**src/rtl/mac4_accum.sv**
```systemverilog
// mac4_accum: sequential Q4.12 dot-product engine built on a 4-lane mac4, with bias preload and saturated output.
// Optional out_ovf port enabled by defining MAC4_ACCUM_OVF_EN.
module mac4 (
  input  logic [63:0] a_vec,
  input  logic [63:0] b_vec,
  output logic [15:0] sum
);
  logic signed [31:0] prod;
  logic [15:0] acc;
  always_comb begin
    acc = '0;
    prod = '0;
    for (int i = 0; i < 4; i++) begin
      prod = $signed(a_vec[16*i +: 16]) * $signed(b_vec[16*i +: 16]);
      acc = acc + 16'(prod >>> 14);
    end
    sum = acc;
  end
endmodule

module mac4_accum #(
  parameter int VEC_LEN = 64,
  parameter int ACC_W   = 24
) (
  input  logic        clk,
  input  logic        rst,
  input  logic        start,
  input  logic [15:0] bias,
  input  logic        in_valid,
  output logic        in_ready,
  input  logic [63:0] a_vec,
  input  logic [63:0] b_vec,
  output logic        out_valid,
  input  logic        out_ready,
  output logic [15:0] out_data,
`ifdef MAC4_ACCUM_OVF_EN
  output logic        out_ovf,
`endif
  output logic        busy
);
  localparam int NBEATS = VEC_LEN / 4;
  localparam int CW = $clog2(NBEATS) + 1;
  localparam logic [1:0] IDLE = 2'd0, ACCUM = 2'd1, DONE = 2'd2;
  localparam logic signed [ACC_W-1:0] MAXV = ACC_W'(32767);
  localparam logic signed [ACC_W-1:0] MINV = ACC_W'(-32768);
  logic [1:0] state;
  logic signed [ACC_W-1:0] acc, sum_next;
  logic [CW-1:0] beat_cnt;
  logic [15:0] beat, sat_val;
  logic clip, ovf;
  mac4 u_mac4 (.a_vec(a_vec), .b_vec(b_vec), .sum(beat));
  always_comb begin
    sum_next = acc + ACC_W'($signed(beat));
    clip = (sum_next > MAXV) || (sum_next < MINV);
    sat_val = sum_next > MAXV ? 16'h7fff : sum_next < MINV ? 16'h8000 : sum_next[15:0];
  end
  assign in_ready = state == ACCUM;
  assign busy = state != IDLE;
  always_ff @(posedge clk) begin
    if (rst) begin
      state <= IDLE;
      acc <= '0;
      beat_cnt <= '0;
      out_valid <= 1'b0;
      out_data <= '0;
      ovf <= 1'b0;
    end else if (state == IDLE) begin
      if (start) begin
        acc <= ACC_W'($signed(bias));
        beat_cnt <= '0;
        state <= ACCUM;
      end
    end else if (state == ACCUM) begin
      if (in_valid) begin
        acc <= sum_next;
        beat_cnt <= beat_cnt + 1'b1;
        if (beat_cnt == CW'(NBEATS - 1)) begin
          out_data <= sat_val;
          ovf <= clip;
          out_valid <= 1'b1;
          state <= DONE;
        end
      end
    end else if (out_ready) begin
      out_valid <= 1'b0;
      ovf <= 1'b0;
      state <= IDLE;
    end
  end
`ifdef MAC4_ACCUM_OVF_EN
  assign out_ovf = ovf;
`else
  logic unused_ovf;
  assign unused_ovf = ovf;
`endif
endmodule

```
**config.mk**
```make
export PLATFORM = sky130hd
export DESIGN_NAME = mac4_accum
export DESIGN_NICKNAME = d
export VERILOG_FILES = /design/src/rtl/mac4_accum.sv
export SDC_FILE = /design/constraint.sdc
export NUM_CORES = 2
export LEC_CHECK = 0
export BUFFER_PORTS_ARGS = -buffer_cell sky130_fd_sc_hd__buf_2
export CELL_PAD_IN_SITES_DETAIL_PLACEMENT = 1
export CELL_PAD_IN_SITES_GLOBAL_PLACEMENT = 2
export CORE_AREA = 4 4 315 317
export CTS_CLUSTER_SIZE = 16
export DETAILED_ROUTE_END_ITERATION = 6
export DIE_AREA = 0 0 319 321
export PLACE_DENSITY = 0.84
export SYNTH_ARGS = -nofsm -noshare
export SYNTH_HDL_FRONTEND = slang
export SYNTH_SLANG_ARGS = --single-unit
```
**constraint.sdc**
```tcl
create_clock -name clk -period 16.3 [get_ports clk]
set_input_delay 1.63 -clock clk [delete_from_list [all_inputs] [get_ports clk]]
set_output_delay 1.63 -clock clk [all_outputs]
set_load 0.03 [all_outputs]
```
; ---- After elaboration in Yosys (flattened, before gate mapping)
; Cells that the tools add are included.
[totals]
ff_bits = 48
in_bits = 149
out_inout_bits = 19
word_cells = 54
[op_classes]
addsub = 5
mul = 4
order_cmp = 2
eq_ne = 7
muxes = 20
bitwise_logic = 1
n_reduce_logical = 10
[op_table]
columns = op, n
row1 = $mul A16 B16 Y30, 4
row2 = $mux W24, 4
row3 = $add A16 B16 Y16, 3
row4 = $mux W16, 2
row5 = $add A24 B16 Y24, 1
row6 = $gt A24 B16 Y1 const B, 1
row7 = $lt A24 B16 Y1 const B, 1
row8 = $mux W5, 4
row9 = $mux W2, 6
row10 = $reduce_and A4 Y1, 3
row11 = $reduce_bool A2 Y1, 4
row12 = $add A5 B1 Y5 const B, 1
row13 = $eq A5 B4 Y1 const B, 1
row14 = $mux W1, 4
row15 = $ne A2 B2 Y1 const B, 2
row16 = $ne A3 B1 Y1 const B, 1
row17 = $ne A3 B2 Y1 const B, 1
row18 = $reduce_and A3 Y1, 1
row19 = $reduce_bool A3 Y1, 1
row20 = $eq A2 B1 Y1 const B, 1
row21 = $logic_not A2 Y1, 1
row22 = $ne A2 B1 Y1 const B, 1
row23 = $not A1 Y1, 1

; ---- Longest topological paths before layout
[depth]
word_depth = 8
ltp_mapped = 54
ltp_nobuf = 51

; ---- Cells and area by module
; From an unflattened synthesis, not the netlist that was laid out.
[unflattened]
cells_unflattened = 4468
area_unflattened_um2 = 40289.9
[modules_own_cells]
columns = mod, instances, cells_each, area_each_um2, seq_area_each_um2
row1 = mac4, 1, 4075, 37194.4, 0.0
row2 = mac4_accum, 1, 393, 3095.5, 960.9

; ---- Least setup slack after synthesis
; OpenSTA, ideal clock, no wires.
[synth_path]
kind = input-to-reg
start = input port a_vec[26]
end = register out_data[11]
setup_ns = 0.080
arrival_ns = 13.196
t_required_ns = 16.220
setup_slack_ns = 3.024
stages = 47
n_path_buf = 3
cell_sequence = clkbuf_1 nand2_1 fa_1 fa_1 fa_1 fa_1 inv_1 fa_1 fa_1 ha_1 a211o_1 a21oi_2 o2111a_2 a2111oi_4 a41o_2 a31o_2 a21oi_1 o21bai_1 [11 not listed] xnor3_1 xnor2_2 xnor2_2 xnor2_1 ha_1 clkbuf_1 nand2_1 nor2_1 a221o_1 a31oi_1 o21ai_0 a311oi_1 xnor2_1 nand3_1 o41ai_2 buf_6 nand2_1 a211oi_2
[synth_between]
elab_chain_cells = 8
elab_cells_between_ends = 9
classes_between = add/sub: 4 / mul: 1 / order compare: 2 / mux: 2
[synth_rtl]
columns = item, line_no
row1 = "start, declared", 31  ; input logic [63:0] a_vec,
row2 = $mul A16 B16 Y30 (*), 14  ; prod = $signed(a_vec[16*i +: 16]) * $signed(b_vec[16*i +: 16]);
row3 = $add A16 B16 Y16 (*) (3 in a row), 15  ; acc = acc + 16'(prod >>> 14);
row4 = $add A24 B16 Y24 (*), 53  ; sum_next = acc + ACC_W'($signed(beat));
row5 = $lt A24 B16 Y1, 55  ; sat_val = sum_next > MAXV ? 16'h7fff : sum_next < MINV ? 16'h8000 : sum_next[15:0];
row6 = $mux W16, 55
row7 = $mux W16 (*), 55
row8 = "end signal, assigned", 78  ; out_data <= sat_val;
row9 = "end, declared", 35  ; output logic [15:0] out_data,
; Every way passes the cells marked *; elsewhere a longest branch is shown, timed or not.
; A chain may end at the register's enable or synchronous reset.

; ---- Final worst setup path
[layout_path]
start = input port a_vec[26]
end = register out_data[10]
; Same word-level chain as after synthesis.

==> summary.txt <==
Status
  • Outcome: finished clean

Yosys
  • Post-synth EDFFs: 0
  • Xor/xnor share of the synthesized area: 3.59%
  • Compound-Gate Fraction of Synth Area: 4.96%
  • Synth warnings: 0
  • Synth area leader: fa_1
  • Post-synthesis mux area share: 0.0248%
  • FFs w/ async S/R, synth: 0%
  • Mapped Area: 0.0403 mm2
  • Count leader, synth: inv_1
  • Largest family of logic cells by synthesized area: adder cells
  • Net Count, Synth: 5,960
  • Seq/Total Area, Yosys: 2.38%
  • Synth Area per Inst: 9.06 um2
  • Synth top area share: 50.6%
  • Synth cell count leaders: inv_1, fa_1, nand2_1
  • Synth top area cells: fa_1, inv_1, ha_1, and2_1, nand2_1
  • Synth Register Bits: 48
  • Yosys cell types: 70
  • Predominant post-synthesis flop cell: dfxtp_1
  • Post-Synth Adder-Cell Area: 61.3%
  • Gate Count Post-Synth: 4,447
  • Post-Synth Simple-Gate Area: 15.4%

Layout
  • Fin area: 0.0423 mm2
  • Layout Nets: 5,990
  • Area Overhead vs Synth: 5.08%
  • Fillers: 11,300
  • Share of layout cells above drive strength 1: 4.80%

Global routing
  • Largest net degree at the start of global routing: 49
  • Vias in the first global route: 34,000
  • Total grt overflow: 0
  • Initial antenna violation count: 4
  • First-pass GRT wire length: 186 mm
  • Global Route Usage Sum: 22.8%

Drt
  • Total number of vias: 28,800
  • Vias per Instance: 5.00
  • First-pass DRT Iterations: 5
  • 1st-iter DRT viols: 1,194
  • DRC: 0
  • Wire per inst: 19.5 um
  • Post-Route WL: 112 mm
  • Post-route ant nets: 0

Setup path
  • Reg2reg path depth: 15
  • CP max stage cell: xnor2_1
  • FF-to-FF Start: acc[0]
  • Worst path bufs/invs: 3
  • Worst Setup EP: out_data[10]
  • Reg2reg end: out_data[10]
  • Critical path class: input port to register
  • Setup crit start: a_vec[26]
  • R2r setup slk: 12.45 ns
  • CP required: 16.50 ns
  • Worst path arrival time: 14.42 ns
  • Top cell by count, worst path: fa_1
  • CP Depth: 47
  • Worst-path fanout max: 16
  • CP Capture Type: register
  • Max incr delay on CP: 0.70 ns
  • CP top delay family: adder cells
  • Worst Setup Start Kind: input port

CTS
  • Total CTS buffers: 5
  • Clk slew on worst S/H paths: 0.07 ns
  • Hold buffer count at CTS: 0
  • Clock sink total: 48
  • CTS tree: yes
  • Longest Clk Path Bufs: 2
  • Post-cts sizing count: 0
  • Skew-Pair Late Insertion Delay: 0.29 ns
  • Setup bufs post-CTS: 0
  • H-Tree Depth: 2
  • Clock root buffer: clkbuf_16

Die
  • Die Ht: 321 um
  • Die W: 319 um
  • CORE AREA: 0.0963 mm2
  • # rows: 114
  • Ports: 168
  • DIE AREA: 0.102 mm2
  • Initial Util: 41.9%

STA
  • Max_slew headroom: 27.8%
  • Worst Tran Pin Value: 1.08 ns
  • Peak Freq: 70.3 MHz
  • Final slew viol count: 0
  • Final setup TNS: 0 ns
  • Crit share post-route: 87.2%
  • RSZ-0062 raised after global routing: false
  • Shortest period the worst path allows: 14.22 ns
  • Fin. Hold Viols: 0
  • Fin Clk Skew: 0.00603 ns
  • Setup violations, final: 0

Placed design
  • Input/output buffers: 167
  • RD Place Congestion: 0.846
  • Half-perimeter wire length after placement: 96.2 mm
  • Placed cell area: 0.0422 mm2

Job
  • Max Cap Viol: 0

Worst hold path
  • Hold/Removal Path Class: register to register
  • WHS Path Cells: 2
per-layer routing:
layer  up-vias  routed length, um  part of all wire [%]  GRT usage (%)
met1     15200              48300                    43           29.9
met2       448              57900                    52           41.7
met3       120               3920                   3.5           2.16
met4         4               2150                   1.9           4.02
met5         -                 21                 0.019              0
li1      13000                  -                     -              -
layout make-up:
class | instances | area [um2] | area share, %
multi-input combinational | 3082 | 34400 | 81.2
inverter | 1168 | 4380 | 10.4
tap | 1276 | 1600 | 3.77
clock inverter | 3 | 21.3 | 0.0502
sequential | 48 | 961 | 2.27
timing repair buffer | 172 | 873 | 2.06
clock buffer | 5 | 125 | 0.295
antenna | 1 | 2.50 | 0.00591
sequential cells by signal, indices dropped and copies added, names as in the netlist:
register / count
out_data: 16
state: 2
out_valid: 1
acc: 24
beat_cnt: 5
worst min path at each step:
stage | from | end | slack, ns
final | out_valid | out_valid | 0.46
after CTS | out_data[15] | out_data[15] | 0.46
after global routing | out_data[15] | out_data[15] | 0.49
after global placement | out_data[15] | out_data[15] | 0.44
after floorplan | acc[7] | acc[7] | 0.44
after detailed placement | out_data[15] | out_data[15] | 0.45
through the flow:
| stage | setup WS [ns] | hold WS, ns | instances | utilization [%] |
|---|---|---|---|---|
| floorplan | 3.02 | 0.436 | 4447 | - |
| global placement | 2.05 | 0.439 | 5746 | 43.8 |
| detailed placement | 1.92 | 0.447 | 5746 | 43.8 |
| CTS | 2.08 | 0.465 | 5754 | 44.0 |
| global route | 1.23 | 0.486 | 5755 | 44.0 |
| finish | 2.08 | 0.463 | 5755 | 44.0 |
placed cells by master, fill, tap and decap left out, drive strengths merged, types with 38 or more instances in the layout:
cell	Yosys	layout
and2	440	440
nand2	584	584
ha	345	345
xnor2	120	120
nand2b	48	48
fa	1019	1019
inv	1168	1169
dfxtp	48	48
nor2	122	122
o21ai	39	39
xor2	38	38
buf	2	172
a21oi	83	83
worst register-to-register path, cell delays in order, from the launching register on:
cell	delay, ns
dfxtp_1	0.34
ha_1	0.18
inv_1	0.06
fa_1	0.43
nor2b_1	0.13
o21ai_0	0.10
or3b_1	0.25
a41oi_2	0.17
inv_1	0.11
a21oi_2	0.08
o311ai_0	0.73
nand3_1	0.23
o41ai_2	0.39
buf_4	0.26
nand2_1	0.09
a211oi_2	0.23
logic make-up (layout without fill, tap and decap cells):
logic type | after synthesis | after routing
multiplexers | 1 | 1
buffers and inverters | 1317 | 1348
AO/OA/AOI/OAI | 281 | 281
flip-flops | 48 | 48
other | 0 | 1
adder cells (fa/ha/maj) | 1364 | 1364
XOR/XNOR | 160 | 160
AND/OR/NAND/NOR | 1276 | 1276
Power is left out: the tool's default activity adds up to more than one toggle a clock period on the data nets, which glitch-free logic cannot reach.
